## config.mk

```make
export PLATFORM = sky130hd
export DESIGN_NAME = buf_ram_1p_64x64_arb
export DESIGN_NICKNAME = d
export VERILOG_FILES = /design/src/rtl/buf_ram_1p_64x64_arb.sv
export SDC_FILE = /design/constraint.sdc
export NUM_CORES = 1
export LEC_CHECK = 0
export ABC_AREA = 1
export BUFFER_PORTS_ARGS = -buffer_cell sky130_fd_sc_hd__buf_2
export CAP_MARGIN = 20
export CORE_AREA = 2 2 136 138
export CTS_BUF_LIST = sky130_fd_sc_hd__clkbuf_4
export CTS_CLUSTER_SIZE = 30
export DETAILED_ROUTE_END_ITERATION = 6
export DIE_AREA = 0 0 138 140
export GPL_ROUTABILITY_DRIVEN = 0
export SETUP_SLACK_MARGIN = 0.1
export SKIP_LAST_GASP = 1
export SLEW_MARGIN = 0
export SYNTH_ARGS = -nofsm -noshare
export SYNTH_HDL_FRONTEND = slang
export SYNTH_SLANG_ARGS = --single-unit
```

## constraint.sdc

```tcl
create_clock -name clk -period 3.3 [get_ports clk]
set_input_delay 0.33 -clock clk [delete_from_list [all_inputs] [get_ports clk]]
set_output_delay 0.33 -clock clk [all_outputs]
set_load 0.03 [all_outputs]
```

## src/rtl/buf_ram_1p_64x64_arb.sv

```systemverilog
// Two-requester round-robin arbiter/sequencer in front of one single-port 64-word RAM.
// Supports burst locking, bounded by a starvation counter, and returns tagged read data one cycle after issue.
`ifndef PIXEL_WIDTH
`define PIXEL_WIDTH 8
`endif

module buf_ram_1p_64x64_arb #(
    parameter int AW        = 6,
    parameter int DW        = `PIXEL_WIDTH*8,
    parameter int MAX_BURST = 8
) (
    input  logic          clk,
    input  logic          rst,
    input  logic          a_req,
    input  logic          a_we,
    input  logic          a_lock,
    input  logic [AW-1:0] a_addr,
    input  logic [DW-1:0] a_wdata,
    output logic          a_ack,
    output logic          a_rvalid,
    input  logic          b_req,
    input  logic          b_we,
    input  logic          b_lock,
    input  logic [AW-1:0] b_addr,
    input  logic [DW-1:0] b_wdata,
    output logic          b_ack,
    output logic          b_rvalid,
    output logic [DW-1:0] rdata,
    output logic          ram_ce,
    output logic          ram_we,
    output logic [AW-1:0] ram_addr,
    output logic [DW-1:0] ram_data_i,
    input  logic [DW-1:0] ram_data_o
);

    localparam logic [3:0] MAX_CNT = 4'(MAX_BURST);

    typedef enum logic [1:0] {OWN_NONE, OWN_A, OWN_B} owner_t;

    owner_t     owner, owner_nxt;
    logic       rr_last_b;      // 1: B received the most recent grant
    logic [3:0] burst_cnt, burst_nxt;
    logic       grant_a, grant_b, contend;

    assign contend = a_req & b_req;

    // Grant decision. Everything is forced low while reset is held.
    always_comb begin
        grant_a = 1'b0;
        grant_b = 1'b0;
        if (!rst) begin
            if (a_req && !b_req)
                grant_a = 1'b1;
            else if (b_req && !a_req)
                grant_b = 1'b1;
            else if (contend) begin
                case (owner)
                    OWN_A:   if (burst_cnt < MAX_CNT) grant_a = 1'b1; else grant_b = 1'b1;
                    OWN_B:   if (burst_cnt < MAX_CNT) grant_b = 1'b1; else grant_a = 1'b1;
                    default: if (rr_last_b) grant_a = 1'b1; else grant_b = 1'b1;
                endcase
            end
        end
    end

    always_comb begin
        a_ack      = grant_a;
        b_ack      = grant_b;
        ram_ce     = grant_a | grant_b;
        ram_we     = 1'b0;
        ram_addr   = '0;
        ram_data_i = '0;
        if (grant_a) begin
            ram_we     = a_we;
            ram_addr   = a_addr;
            ram_data_i = a_wdata;
        end else if (grant_b) begin
            ram_we     = b_we;
            ram_addr   = b_addr;
            ram_data_i = b_wdata;
        end
    end

    // The grant that establishes a contended lock already counts toward the burst,
    // so the owner gets exactly MAX_BURST grants while the other side waits.
    always_comb begin
        owner_nxt = OWN_NONE;
        burst_nxt = '0;
        if (grant_a && a_lock)
            owner_nxt = OWN_A;
        else if (grant_b && b_lock)
            owner_nxt = OWN_B;
        if (owner_nxt != OWN_NONE) begin
            if (owner_nxt != owner)
                burst_nxt = contend ? 4'd1 : 4'd0;
            else if (contend && burst_cnt != MAX_CNT)
                burst_nxt = burst_cnt + 4'd1;
            else
                burst_nxt = burst_cnt;
        end
    end

    always_ff @(posedge clk or posedge rst) begin
        if (rst) begin
            owner     <= OWN_NONE;
            burst_cnt <= '0;
            rr_last_b <= 1'b1;
            a_rvalid  <= 1'b0;
            b_rvalid  <= 1'b0;
        end else begin
            owner     <= owner_nxt;
            burst_cnt <= burst_nxt;
            if (grant_a | grant_b)
                rr_last_b <= grant_b;
            a_rvalid  <= grant_a & ~a_we;
            b_rvalid  <= grant_b & ~b_we;
        end
    end

    assign rdata = ram_data_o;

endmodule

```

==> run metrics <==
Antenna Cells 0; io pins 352; Required @ worst endpoint 2970 ps; Tot GR Track Use 0.08497; DRC violations left 0; Post-CTS Setup Inserts 0; Critical Path, Cell by Cell inv_1 -> ha_1 -> inv_1 -> nand3_1 -> nand2_2 -> nand2_4 -> nand2_2 -> buf_4 -> nand3_1 -> nand2_1 -> buf_2; commonest non-fill, non-tap cells in the layout 223 x buf_2, 157 x nand2_1, 76 x nand3_1, 15 x inv_1, 8 x dfrtp_1; GR Overflow Total 0; Buf/Inv on CP 4; post-route insts no fill 757; drt via density 3.771; post-CTS sizing 0; Rows 49; # port buffers 223; Slew Limit Fails 0; synth warn 0; Data arrival, critical path 2460 ps; top cell type's share of synthesized area 0.2782; pin slew with the least headroom to its limit 509.0 ps; Critical Path Max Stage Delay 410 ps; run status finished, final reports clean; CORE AREA 17,780 µm²; CTS tree yes; P per Cell Area 272.1 nW/µm²; top cell type by total area after synthesis nand2_1; critical path endpoint category output port; Skew-Pair Late Insertion Delay 280 ps; largest net degree at the start of global routing 50; final setup TNS 0 ps; DRT Pass-1 Iters 4; CTS max path bufs 2; syn avg cell area 5.589 µm²; Num CTS Buffers 3; Reg2Reg Setup Slack 1400 ps; clk slew on worst S/H paths 70 ps; Slew HR 0.6607; most common cell after layout, fill and taps aside buf_2; Area contributors post-synth nand2_1 28%, buf_4 23%, nand3_1 18%; CTS Hold Bufs 0; Yosys cell types 26; proportion of layout cells with a drive suffix above 1 0.4754; HPWL after DPL 7.657 mm; Antenna Violating Nets Remaining 0; fmax 358.6 MHz; die area 19,320 µm²; Starting DRT DRC Count 109; RSZ-0062 raised after global routing no; Finish-stage setup viols 0; Worst R2R Start owner[0]; DR vias 2,855; VDD IR max 0.1064 mV; die height 140 µm; Hold Vio Cnt, Final 0; Final period util 0.8449; post-route minimum period 2788 ps; Worst Reg-to-Reg Cells 10; Area Growth Syn to Fin 42.65%; placed cell count 753; Mapped Cells 379; Starting Density 0.1191; startpoint class of the critical path flip-flop; Die Span X 138 µm; post-synthesis sequential area ratio 0.1069; final WL 9.004 mm; Yosys reg bits 9; Leak 1.961 nW; Post-Syn Area 2118 µm²; hold_ws 107.2 ps; max cap viols 0; routed len/inst 11.89 µm; CTS H-tree depth 1; Setup CP Type reg -> out; initial antenna violation count 0; CTS Root Cell clkbuf_4; global-route wire length before repair 13.43 mm; Top Family by Delay on Critical Path buffers and inverters; RR Endpoint burst_cnt[0]; slowest CP cell buf_4; Net Count, Synth 595; Final nets 745; final clock skew 9.488 ps; CTS sink count 9; vias in the first global route 2,676; hold crit path type in -> async; Setup crit start owner[0]; CP max FO 49
where the power goes:
group / switching [mW] / internal (mW) / leakage, nW / total [mW]
sequential: 0.00406 / 0.119 / 0.120 / 0.124
combinational: 0.408 / 0.191 / 1.82 / 0.599
clock: 0.0450 / 0.0551 / 0.0184 / 0.100
total: 0.457 / 0.365 / 1.96 / 0.822
worst min-delay path, stage by stage:
cell,delay [ps]
buf_2,110
inv_1,90
buf_4,210
final cells by class:
cell class	count	area [µm²]
clock buffers	4	30.03
fillers	2051	14760
inverters	18	67.56
multi-input cells	267	1242
flip-flops and latches	9	226.5
well taps	229	286.5
repair buffers	230	1169
cells by family after synthesis:
group	share of synthesized area
fa+ha+maj	0.02363
compound gates	0.01240
xor+xnor	0.008271
simple gates	0.5422
buf+inv	0.3066
flops	0.1069
metrics by stage:
step | area (µm²) | setup WS, ps | power, mW | util
finish | 3022 | 511.7 | 0.8223 | 0.1700
floorplan | 2118 | 770.3 | 0.6552 | -
global placement | 2992 | 825.2 | 0.7254 | 0.1683
detailed placement | 2992 | 783.8 | 0.7275 | 0.1683
global route | 3022 | 301.2 | 0.8856 | 0.1700
CTS | 3022 | 481.4 | 0.8285 | 0.1700
worst max-delay path by stage:
stage                  end  slack [ps]  cells past startpoint
2_1_floorplan       ram_we         770                      8
3_3_place_gp   ram_addr[5]         830                     11
3_5_place_dp   ram_addr[5]         780                     11
4_1_cts        ram_addr[5]         480                     11
5_1_grt        ram_addr[5]         300                     11
6_report       ram_addr[5]         510                     11
Yosys cell counts, drive strengths merged:
master / count
clkbuf: 2
inv: 18
nor3b: 1
nor2: 8
dfrtp: 8
or2: 1
buf: 83
a21boi: 1
a21oi: 1
xor2: 2
nand3: 78
nand4: 4
o21ai: 2
dfstp: 1
nand2: 165
ha: 4
layer usage:
| metal | global-route usage | routed length (µm) |
|---|---|---|
| met1 | 0.08513 | 3174 |
| met4 | 0.03813 | 366 |
| met5 | 0 | 0 |
| met3 | 0.02564 | 950 |
| met2 | 0.1615 | 4513 |
sequential cells by signal, indices dropped and copies added (netlist names):
| name | flops |
|---|---|
| owner | 2 |
| burst_cnt | 4 |
| a_rvalid | 1 |
| rr_last_b | 1 |
| b_rvalid | 1 |
Note: power is estimated with default switching activity, not from simulation.
